[config.mk]
export PLATFORM = sky130hd
export DESIGN_NAME = btn_debounce
export DESIGN_NICKNAME = d
export VERILOG_FILES = /design/src/rtl/btn_debounce.sv
export SDC_FILE = /design/constraint.sdc
export NUM_CORES = 1
export LEC_CHECK = 0
export CORE_MARGIN = 2
export CORE_UTILIZATION = 40
export CTS_BUF_LIST = sky130_fd_sc_hd__clkbuf_8
export DETAILED_ROUTE_END_ITERATION = 8
export HOLD_SLACK_MARGIN = 0.02
export PLACE_DENSITY = 0.65
export SYNTH_ARGS = -nofsm -noshare
export SYNTH_HDL_FRONTEND = slang
export SYNTH_SLANG_ARGS = --single-unit
export TNS_END_PERCENT = 10
[constraint.sdc]
create_clock -name clk -period 2.05 [get_ports clk]
set_clock_uncertainty 0.2 [all_clocks]
set_input_delay 0.5125 -clock clk [delete_from_list [all_inputs] [get_ports clk]]
set_output_delay 0.5125 -clock clk [all_outputs]
set_load 0.02 [all_outputs]
[src/rtl/btn_debounce.sv]
// Push-button conditioner: synchronizer, debounce FSM with registered terminal-count
// compare, press counter and long-press detector. Every output is a flop.
module btn_debounce #(
  parameter int SYNC_STAGES    = 3,
  parameter int DEBOUNCE_TICKS = 3330000,
  parameter int LONG_TICKS     = 333000000,
  parameter int CNT_BITS       = 40,
  parameter int PRESS_BITS     = 16
) (
  input  logic                  clk,
  input  logic                  reset,
  input  logic                  btn_in,
  output logic                  btn_level,
  output logic                  btn_rise,
  output logic                  btn_fall,
  output logic                  btn_long,
  output logic                  btn_hold,
  output logic [PRESS_BITS-1:0] press_count
);

  typedef enum logic [1:0] {IDLE_LO, WAIT_HI, IDLE_HI, WAIT_LO} state_t;

  localparam logic [CNT_BITS-1:0] DB_LAST   = CNT_BITS'(DEBOUNCE_TICKS - 1);
  localparam logic [CNT_BITS-1:0] LONG_LAST = CNT_BITS'(LONG_TICKS - 1);
  localparam logic [CNT_BITS-1:0] LONG_SAT  = CNT_BITS'(LONG_TICKS);

  state_t                  state_q, state_d;
  logic [SYNC_STAGES-1:0]  sync_q, sync_d;
  logic [CNT_BITS-1:0]     db_cnt_q, db_cnt_d;
  logic                    db_hit_q, db_hit_d;
  logic [CNT_BITS-1:0]     long_cnt_q, long_cnt_d;
  logic                    level_q, level_d;
  logic                    rise_q, rise_d;
  logic                    fall_q, fall_d;
  logic                    long_q, long_d;
  logic                    hold_q, hold_d;
  logic [PRESS_BITS-1:0]   press_q, press_d;
  logic                    btn_s;
  logic                    long_active;

  assign sync_d = {sync_q[SYNC_STAGES-2:0], btn_in};
  assign btn_s  = sync_q[SYNC_STAGES-1];

  // State register
  always_ff @(posedge clk) begin
    if (reset) state_q <= IDLE_LO;
    else       state_q <= state_d;
  end

  // Next state; db_hit_q is the terminal-count compare registered one cycle early,
  // so the wide compare never sits in the same path as the state decode.
  always_comb begin
    state_d  = state_q;
    db_cnt_d = '0;
    db_hit_d = 1'b0;
    case (state_q)
      IDLE_LO: if (btn_s) state_d = WAIT_HI;
      WAIT_HI: begin
        if (!btn_s)        state_d = IDLE_LO;
        else if (db_hit_q) state_d = IDLE_HI;
        else begin
          db_cnt_d = db_cnt_q + CNT_BITS'(1);
          db_hit_d = (db_cnt_q == DB_LAST);
        end
      end
      IDLE_HI: if (!btn_s) state_d = WAIT_LO;
      WAIT_LO: begin
        if (btn_s)         state_d = IDLE_HI;
        else if (db_hit_q) state_d = IDLE_LO;
        else begin
          db_cnt_d = db_cnt_q + CNT_BITS'(1);
          db_hit_d = (db_cnt_q == DB_LAST);
        end
      end
      default: state_d = IDLE_LO;
    endcase
  end

  // Outputs are decoded from the transition and registered alongside the state
  always_comb begin
    long_active = (state_q == IDLE_HI) || (state_q == WAIT_LO);
    level_d     = (state_d == IDLE_HI) || (state_d == WAIT_LO);
    rise_d      = (state_q == WAIT_HI) && (state_d == IDLE_HI);
    fall_d      = (state_q == WAIT_LO) && (state_d == IDLE_LO);
    press_d     = press_q + PRESS_BITS'(rise_d);
    long_cnt_d  = long_cnt_q;
    if (rise_d)
      long_cnt_d = '0;
    else if (long_active && (long_cnt_q != LONG_SAT))
      long_cnt_d = long_cnt_q + CNT_BITS'(1);
    long_d = long_active && (long_cnt_q == LONG_LAST);
    hold_d = hold_q;
    if (fall_d)      hold_d = 1'b0;
    else if (long_d) hold_d = 1'b1;
  end

  always_ff @(posedge clk) begin
    if (reset) begin
      sync_q     <= '0;
      db_cnt_q   <= '0;
      db_hit_q   <= 1'b0;
      long_cnt_q <= '0;
      level_q    <= 1'b0;
      rise_q     <= 1'b0;
      fall_q     <= 1'b0;
      long_q     <= 1'b0;
      hold_q     <= 1'b0;
      press_q    <= '0;
    end else begin
      sync_q     <= sync_d;
      db_cnt_q   <= db_cnt_d;
      db_hit_q   <= db_hit_d;
      long_cnt_q <= long_cnt_d;
      level_q    <= level_d;
      rise_q     <= rise_d;
      fall_q     <= fall_d;
      long_q     <= long_d;
      hold_q     <= hold_d;
      press_q    <= press_d;
    end
  end

  assign btn_level   = level_q;
  assign btn_rise    = rise_q;
  assign btn_fall    = fall_q;
  assign btn_long    = long_q;
  assign btn_hold    = hold_q;
  assign press_count = press_q;

endmodule

==> tab_implementation.tex, run 1 <==
\begin{tabular}{lr}
\hline
Metric & Value \\
\hline
\multicolumn{2}{l}{\textbf{Worst setup path}} \\
\quad Capturing element type of the critical path & flip-flop \\
\quad CP max stage delay & 0.36 ns \\
\quad Type of the setup path with the least slack & reg2reg \\
\quad Required @ worst endpoint & 2.16 ns \\
\quad Crit-path slowest cell & sky130\_fd\_sc\_hd\_\_dfxtp\_2 \\
\quad Critical path's top delay family & simple AND/OR/NAND/NOR gates \\
\quad Buffers \& Inverters on Critical Path & 3 \\
\quad Crit Path Max Fanout & 5 \\
\quad Most frequent cell on the critical path & sky130\_fd\_sc\_hd\_\_buf\_4 \\
\quad Cell Chain, Critical Path & nand4\_1 > buf\_4 > nor4\_4 > buf\_4 > buf\_4 > nand4\_1 > or3\_1 > a21oi\_1 \\
\quad Setup crit start kind & flip-flop \\
\quad Data arrival time of the critical path & 2.23 ns \\
\multicolumn{2}{l}{\textbf{Global routing}} \\
\quad Total global routing overflow & 0 \\
\quad Vias in the first global route & 4361 \\
\quad Initial antenna violation count & 0 \\
\quad GRT Overall Usage & 17.53\% \\
\quad Largest net degree at the start of global routing & 40 \\
\quad Global-route wire length before repair & 19130 µm \\
\multicolumn{2}{l}{\textbf{Drt}} \\
\quad Violation count after the first detailed-routing iteration & 243 \\
\quad Remaining design rule violation count & 0 \\
\quad Wirelength per Cell & 12.79 µm \\
\quad Drt total wl & 11070 µm \\
\quad Detailed Routing Iterations Pass 1 & 4 \\
\quad Vias per cell & 5.260 \\
\quad DR vias & 4555 \\
\quad Antenna-violating nets left & 0 \\
\multicolumn{2}{l}{\textbf{Power}} \\
\quad Overall power & 3.307 mW \\
\quad Leakage power summed over all cells & 2.365 nW \\
\quad P per Cell Area & 514.6 nW/µm² \\
\quad Maximum ir drop on the vdd rail & 264.4 µV \\
\multicolumn{2}{l}{\textbf{Worst hold path}} \\
\quad HP Class & reg2reg \\
\multicolumn{2}{l}{\textbf{Logic synthesis}} \\
\quad Sequential fraction of the synthesis area & 42.94\% \\
\quad Count of mapped cells out of synthesis & 588 \\
\quad Synth async-reset ratio & 0\% \\
\quad Count of different cell masters after synthesis & 46 \\
\quad Synthesized cell area & 4989 µm² \\
\quad Mean post-synth cell area & 8.484 µm² \\
\quad Number of enable flip-flop cells after synthesis & 0 \\
\quad Synthesized netlist net count & 596 \\
\quad Most common flop cell mapped by yosys & sky130\_fd\_sc\_hd\_\_dfxtp\_1 \\
\quad Flops \& latches, synth & 107 \\
\quad Yosys warns & 0 \\
\multicolumn{2}{l}{\textbf{STA}} \\
\quad Total setup violations reported at the end of the flow & 10 \\
\quad Setup WS post-layout & -0.06867 ns \\
\quad Hold Vio Cnt, Final & 0 \\
\quad Highest clock frequency the design can meet & 0.4720 GHz \\
\quad Max-slew violations & 0 \\
\quad Unrepaired setup endpoints after global routing & true \\
\quad Normalized max-slew margin & 74.82\% \\
\quad Worst Max-Slew Pin Slew & 0.3742 ns \\
\quad Share of the clock period used by the worst path & 103.3\% \\
\quad Clock period minus worst slack & 2.119 ns \\
\multicolumn{2}{l}{\textbf{Final layout}} \\
\quad Area overhead of the layout relative to synthesis & 28.82\% \\
\quad Post-route core utilization & 53.06\% \\
\quad Antenna diode instance count & 0 \\
\quad Number of nets in the finished design & 701 \\
\quad Number of non-filler instances in the completed layout & 866 \\
\quad Fraction of layout cells with a size suffix above 1 & 24.07\% \\
\multicolumn{2}{l}{\textbf{Placed design}} \\
\quad Routability congestion estimate & 0.8294 \\
\quad Dpl cells & 842 \\
\quad Port buffer count & 23 \\
\quad Post-placement setup slack & -0.2823 ns \\
\quad Final HPWL DP & 7912 µm \\
\multicolumn{2}{l}{\textbf{Die}} \\
\quad Effective utilization at floorplan & 41.19\% \\
\quad Num rows & 40 \\
\quad I/O pins & 24 \\
\quad Overall die area & 13380 µm² \\
\quad Standard cell core area & 12110 µm² \\
\quad Die H & 115.7 µm \\
\quad Horiz. Die Dim & 115.7 µm \\
\multicolumn{2}{l}{\textbf{Outcome}} \\
\quad Violated checks & negative setup slack \\
\quad Run status & finished with violations \\
\multicolumn{2}{l}{\textbf{Run}} \\
\quad Max Cap Violations & 0 \\
\multicolumn{2}{l}{\textbf{Clock network}} \\
\quad Number of H-tree levels & 3 \\
\quad Number of sinks on the clock net & 107 \\
\quad TritonCTS buffer count & 9 \\
\quad CTS Buffer Depth & 2 \\
\quad CTS Root Cell & sky130\_fd\_sc\_hd\_\_clkbuf\_8 \\
\quad Clock Pin Slew Worst Setup and Hold Paths & 0.10 ns \\
\quad CTS tree & done \\
\quad Worst skew pair latency & 0.38 ns \\
\hline
\end{tabular}
[cell type report]
cell class | instances | area [µm²]
Clock buffer | 10 | 137.6
Clock inverter | 6 | 42.54
Fill cell | 1170 | 5685
Inverter | 15 | 56.30
Multi-Input combinational cell | 438 | 2809
Sequential cell | 107 | 2167
Tap cell | 168 | 210.2
Timing Repair Buffer | 122 | 1003
[per-stage QoR]
| step | hold WS, ns | cell area, µm² | TNS (ns) |
|---|---|---|---|
| 2_1_floorplan | 0.2037 | 5006 | -0.06296 |
| 3_3_place_gp | 0.2123 | 6020 | -10.19 |
| 3_5_place_dp | 0.2272 | 6020 | -12.69 |
| 4_1_cts | 0.2463 | 6252 | -0.1976 |
| 5_1_grt | 0.2651 | 6426 | -3.208 |
| 6_report | 0.2428 | 6426 | -0.3516 |
[sequential cells by signal (all words and copies together) (netlist names)]
name,cells
btn_fall,1
sync_q,3
state_q,2
btn_long,1
btn_level,1
btn_rise,1
long_cnt_q,40
db_hit_q,1
btn_hold,1
press_count,16
db_cnt_q,40
[path summary, 6_finish.rpt]
path | startpoint | endpoint | slack, ns | depth (start not counted)
max | long_cnt_q[12] | long_cnt_q[17] | -0.07 | 8
min | db_cnt_q[0] | db_cnt_q[0] | 0.24 | 1
max reg2reg | long_cnt_q[12] | long_cnt_q[17] | -0.07 | 8
min reg2reg | db_cnt_q[0] | db_cnt_q[0] | 0.24 | 1
[per-layer routing]
metal / global-route usage, % / routed length [µm]
met5: 0 / 0
met4: 5.714 / 125
met3: 4.759 / 376
met2: 29.82 / 5350
met1: 21.61 / 5220
[placed cells by master, fill, tap and decap left out, types with 10 or more instances in the layout]
cell type,Yosys,final
sky130_fd_sc_hd__inv_1,14,15
sky130_fd_sc_hd__nor3_1,16,15
sky130_fd_sc_hd__xnor2_1,29,29
sky130_fd_sc_hd__nand3_1,30,29
sky130_fd_sc_hd__buf_4,1,92
sky130_fd_sc_hd__nand4_1,41,41
sky130_fd_sc_hd__or3_1,28,26
sky130_fd_sc_hd__a21oi_1,35,33
sky130_fd_sc_hd__dlygate4sd2_1,0,20
sky130_fd_sc_hd__nor2_1,75,74
sky130_fd_sc_hd__o21ai_0,12,12
sky130_fd_sc_hd__nor4_1,19,11
sky130_fd_sc_hd__nand2_1,31,31
sky130_fd_sc_hd__xor2_1,30,30
sky130_fd_sc_hd__and3_1,15,15
sky130_fd_sc_hd__clkbuf_8,0,10
sky130_fd_sc_hd__dfxtp_1,107,89
sky130_fd_sc_hd__o21ai_1,14,14
sky130_fd_sc_hd__dfxtp_2,0,17
[Yosys cell counts, types with 2 or more instances]
library cell	count	area (µm²)
sky130_fd_sc_hd__nor4_1	19	118.9
sky130_fd_sc_hd__nor3_1	16	80.08
sky130_fd_sc_hd__nand3b_1	2	15.01
sky130_fd_sc_hd__clkbuf_1	16	60.06
sky130_fd_sc_hd__o41ai_1	2	17.52
sky130_fd_sc_hd__buf_6	2	22.52
sky130_fd_sc_hd__o21ai_0	12	60.06
sky130_fd_sc_hd__or4_1	4	30.03
sky130_fd_sc_hd__nand4_2	3	37.54
sky130_fd_sc_hd__ha_1	5	62.56
sky130_fd_sc_hd__and4_1	4	35.03
sky130_fd_sc_hd__xnor2_1	29	254.0
sky130_fd_sc_hd__o21ai_1	14	70.07
sky130_fd_sc_hd__nor2b_1	6	37.54
sky130_fd_sc_hd__dfxtp_1	107	2142
sky130_fd_sc_hd__a21oi_1	35	175.2
sky130_fd_sc_hd__a211oi_1	2	15.01
sky130_fd_sc_hd__or3_1	28	175.2
sky130_fd_sc_hd__nor2_1	75	281.5
sky130_fd_sc_hd__buf_2	6	30.03
sky130_fd_sc_hd__nand4b_1	2	17.52
sky130_fd_sc_hd__and2_1	6	37.54
sky130_fd_sc_hd__nor4_2	3	37.54
sky130_fd_sc_hd__buf_1	3	11.26
sky130_fd_sc_hd__nor4b_1	5	43.79
sky130_fd_sc_hd__or4b_2	2	20.02
sky130_fd_sc_hd__nand3_1	30	150.1
sky130_fd_sc_hd__nand2_1	31	116.4
sky130_fd_sc_hd__nand4_1	41	256.5
sky130_fd_sc_hd__xor2_1	30	262.8
sky130_fd_sc_hd__o31ai_1	5	37.54
sky130_fd_sc_hd__nand2b_1	2	12.51
sky130_fd_sc_hd__and3_1	15	93.84
sky130_fd_sc_hd__inv_1	14	52.55
[logic make-up (layout without fill, tap and decap cells)]
group | count (synthesis) | count (layout) | synth area share, %
buffers and inverters | 43 | 153 | 3.762
AOI/OAI and AO/OA | 71 | 71 | 7.675
adders and majority gates | 5 | 5 | 1.254
and+or+nand+nor | 303 | 303 | 34.01
DFF | 107 | 107 | 42.94
xor gates and xnor gates | 59 | 59 | 10.36
[timing repair]
action | 4_1_cts | 5_1_grt
endpoints found under the setup margin | 41 | 45
pin swaps | 9 | 9
setup buffers | 2 | 6
gates resized for setup | 33 | 32
hold buffers | 0 | 0
cloned | 0 | 0
[power by group]
part	switching [mW]	total [mW]	internal (mW)	leakage [nW]
clock	0.717	1.19	0.475	0.0936
combinational	0.0246	0.0372	0.0126	1.40
sequential	0.000813	2.08	2.08	0.871
total	0.742	3.31	2.57	2.37
Power figures use the tool's default switching activity.
==> inputs of run 2 (changes only) <==
CAP_MARGIN = 20   (was unset)
PLACE_DENSITY = 0.57   (was 0.65)
==> run 2 against run 1 <==
  * The flow still finishes with violations (negative setup slack)
  * Total power is 5.6% higher
  * Register-to-register slack better by 0.06 ns
  * Clock-buffer cell count is 1 lower
  * Routed wire length is 2.1% higher
  * Sequential power hardly changed
  * Combinational power hardly changed
  * First-iteration DRC count is 17% higher
  * Critical path depth is 1 lower
  * Design area is 0.55% lower
  * Sequential cell count stayed put
  * Via count is 2.1% lower
  * Core utilization is 0.29 points lower
  * Largest power group unchanged
==> tab_implementation.tex, run 2 (synthesized netlist as in run 1, its figures left out) <==
\begin{tabular}{lr}
\hline
Metric & Value \\
\hline
\multicolumn{2}{l}{\textbf{Outcome}} \\
\quad Run status & finished with violations \\
\quad Violated checks & negative setup slack \\
\multicolumn{2}{l}{\textbf{Drt}} \\
\quad Drt total wl & 11310 µm \\
\quad Violation count after the first detailed-routing iteration & 285 \\
\quad Remaining design rule violation count & 0 \\
\quad Antenna-violating nets left & 0 \\
\quad Vias per cell & 5.227 \\
\quad DR vias & 4459 \\
\quad Wirelength per Cell & 13.25 µm \\
\quad Detailed Routing Iterations Pass 1 & 4 \\
\multicolumn{2}{l}{\textbf{Worst setup path}} \\
\quad Startpoint of the worst register-to-register path & long\_cnt\_q[29] \\
\quad Cell depth of the worst flop-to-flop path & 7 \\
\quad Most frequent cell on the critical path & sky130\_fd\_sc\_hd\_\_or3\_1 \\
\quad Data arrival time of the critical path & 2.12 ns \\
\quad Reg2reg setup slack & -0.01 ns \\
\quad Worst reg2reg path endpoint & long\_cnt\_q[9] \\
\quad Capturing element type of the critical path & flip-flop \\
\quad Cell Chain, Critical Path & or3\_1 > or3\_4 > nor4\_4 > buf\_4 > buf\_12 > or3\_1 > a21oi\_1 \\
\quad Required @ worst endpoint & 2.11 ns \\
\quad Setup crit start kind & flip-flop \\
\quad Crit Path Max Fanout & 8 \\
\quad Type of the setup path with the least slack & reg2reg \\
\quad Crit-path slowest cell & sky130\_fd\_sc\_hd\_\_or3\_1 \\
\quad CP max stage delay & 0.39 ns \\
\multicolumn{2}{l}{\textbf{Die}} \\
\quad Effective utilization at floorplan & 41.19\% \\
\quad Overall die area & 13380 µm² \\
\quad I/O pins & 24 \\
\quad Horiz. Die Dim & 115.7 µm \\
\quad Num rows & 40 \\
\quad Die H & 115.7 µm \\
\quad Standard cell core area & 12110 µm² \\
\multicolumn{2}{l}{\textbf{Power}} \\
\quad P per Cell Area & 546.3 nW/µm² \\
\quad Maximum ir drop on the vdd rail & 265.2 µV \\
\quad Combinational cell fraction of total power & 1.1\% \\
\quad Relative contribution of sequential cells to total power & 59.6\% \\
\quad Pint & 2.767 mW \\
\quad Share of power burned in the clock network & 39.4\% \\
\quad Switching power share of the total & 20.76\% \\
\quad Leakage power summed over all cells & 2.328 nW \\
\quad Overall power & 3.491 mW \\
\quad Total net switching power & 724.7 µW \\
\multicolumn{2}{l}{\textbf{Global routing}} \\
\quad Total global routing overflow & 0 \\
\quad Largest net degree at the start of global routing & 40 \\
\quad Initial antenna violation count & 0 \\
\quad GRT Overall Usage & 17.76\% \\
\quad Global-route wire length before repair & 19290 µm \\
\quad Vias in the first global route & 4198 \\
\multicolumn{2}{l}{\textbf{Clock network}} \\
\quad TritonCTS buffer count & 9 \\
\quad CTS Buffer Depth & 2 \\
\quad Number of H-tree levels & 3 \\
\quad Worst skew pair latency & 0.37 ns \\
\quad Number of sinks on the clock net & 107 \\
\quad Clock Pin Slew Worst Setup and Hold Paths & 0.09 ns \\
\quad CTS tree & done \\
\quad CTS Root Cell & sky130\_fd\_sc\_hd\_\_clkbuf\_8 \\
\multicolumn{2}{l}{\textbf{Worst hold path}} \\
\quad End of the worst hold path & db\_cnt\_q[0] \\
\quad Number of stages on the worst hold path & 1 \\
\quad Worst min-delay path startpoint & db\_cnt\_q[0] \\
\quad HP Class & reg2reg \\
\multicolumn{2}{l}{\textbf{Final layout}} \\
\quad Total area of multi-input combinational cells & 2850 µm² \\
\quad Antenna diode instance count & 0 \\
\quad Register area & 2167 µm² \\
\quad Area overhead of the layout relative to synthesis & 28.12\% \\
\quad Layout fillers & 1156 \\
\quad Number of non-filler instances in the completed layout & 853 \\
\quad Number of nets in the finished design & 689 \\
\quad Most common cell after layout, fill and taps aside & sky130\_fd\_sc\_hd\_\_dfxtp\_1 \\
\quad Fraction of layout cells with a size suffix above 1 & 24.09\% \\
\quad Commonest cells after routing, fill and taps aside & 87 x sky130\_fd\_sc\_hd\_\_dfxtp\_1, 83 x sky130\_fd\_sc\_hd\_\_buf\_4, 75 x sky130\_fd\_sc\_hd\_\_nor2\_1 \\
\quad Post-route core utilization & 52.77\% \\
\multicolumn{2}{l}{\textbf{Run}} \\
\quad Max Cap Violations & 0 \\
\multicolumn{2}{l}{\textbf{STA}} \\
\quad Unrepaired setup endpoints after global routing & true \\
\quad Normalized max-slew margin & 76.50\% \\
\quad Max-slew violations & 0 \\
\quad Total setup violations reported at the end of the flow & 5 \\
\quad Clock period minus worst slack & 2.062 ns \\
\quad Share of the clock period used by the worst path & 100.6\% \\
\quad Minimum hold slack & 0.2391 ns \\
\quad Hold Vio Cnt, Final & 0 \\
\quad Highest clock frequency the design can meet & 0.4849 GHz \\
\quad Setup WS post-layout & -0.01244 ns \\
\quad Worst Max-Slew Pin Slew & 0.3493 ns \\
\multicolumn{2}{l}{\textbf{Placed design}} \\
\quad Post-placement setup slack & -0.2401 ns \\
\quad Routability congestion estimate & 0.7799 \\
\quad Dpl cells & 837 \\
\quad Final HPWL DP & 7921 µm \\
\quad Port buffer count & 23 \\
\hline
\end{tabular}
-- run 2: cell types whose count changed in the layout (fill, tap and decap cells not counted), moves of 3 or more --
cell	previous run	this run
sky130_fd_sc_hd__buf_4	92	83
sky130_fd_sc_hd__dfxtp_2	17	20
sky130_fd_sc_hd__nor4_1	11	7
sky130_fd_sc_hd__nor4_2	8	13
-- run 2: metrics by stage --
stage	setup TNS, ns	area, µm²
after floorplan	-0.06296	5006
after global placement	-10.65	5982
after detailed placement	-11.83	5982
after CTS	-0.1009	6203
after global routing	-2.207	6391
final	-0.03334	6391
-- run 2: repair_timing --
item,in CTS,in global routing
gates cloned,0,0
hold buffers,0,0
pin swaps,3,11
resized for setup,30,44
buffers inserted,0,1
endpoints found under the setup margin,40,44
-- run 2: final cells by class --
class	count	area share [%]
tap	168	3.289
clock buffer	9	1.938
clock inverter	6	1.292
sequential	107	33.91
inverter	15	0.8810
timing repair buffer	110	14.10
multi-input combinational	438	44.60
-- run 2: critical path: cells and delay by family, from the launching register on --
| kind | cells | cell delay (ns) |
|---|---|---|
| buf+inv | 2 | 0.33 |
| simple gates | 4 | 1.04 |
| flops | 1 | 0.32 |
| compound gates | 1 | 0.06 |
-- run 2: metal layers --
metal	track usage [%]	up-vias	wire length [µm]
li1	-	2298	-
met1	23.22	2093	5460
met2	29.01	61	5404
met3	4.759	7	335
met4	5.079	0	104
met5	0	-	0
-- run 2: worst max-delay path by stage --
stage | startpoint | end | slack [ns] | cells after the start
floorplan | db_cnt_q[1] | db_cnt_q[38] | -0.02 | 7
global placement | reset | db_cnt_q[15] | -0.22 | 4
detailed placement | reset | db_cnt_q[14] | -0.24 | 4
CTS | long_cnt_q[0] | long_cnt_q[2] | -0.06 | 8
global route | long_cnt_q[17] | long_cnt_q[27] | -0.14 | 7
finish | long_cnt_q[29] | long_cnt_q[9] | -0.01 | 7
-- run 2: power groups by stage --
stage | Sequential, mW | Clock (mW) | Combinational, mW
final | 2.08 | 1.37 | 0.0369
after global routing | 2.08 | 1.51 | 0.0415
after CTS | 2.08 | 1.43 | 0.0371
after detailed placement | 2.13 | 0 | 0.0371
after global placement | 2.13 | 0 | 0.0370
after floorplan | 2.13 | 0 | 0.0209
==> inputs of run 3 (changes only) <==
ABC_CLOCK_PERIOD_IN_PS = 2050   (was unset)
==> results of run 3 <==
Same layout as run 2: the final DEF is identical, and so are final timing and power.
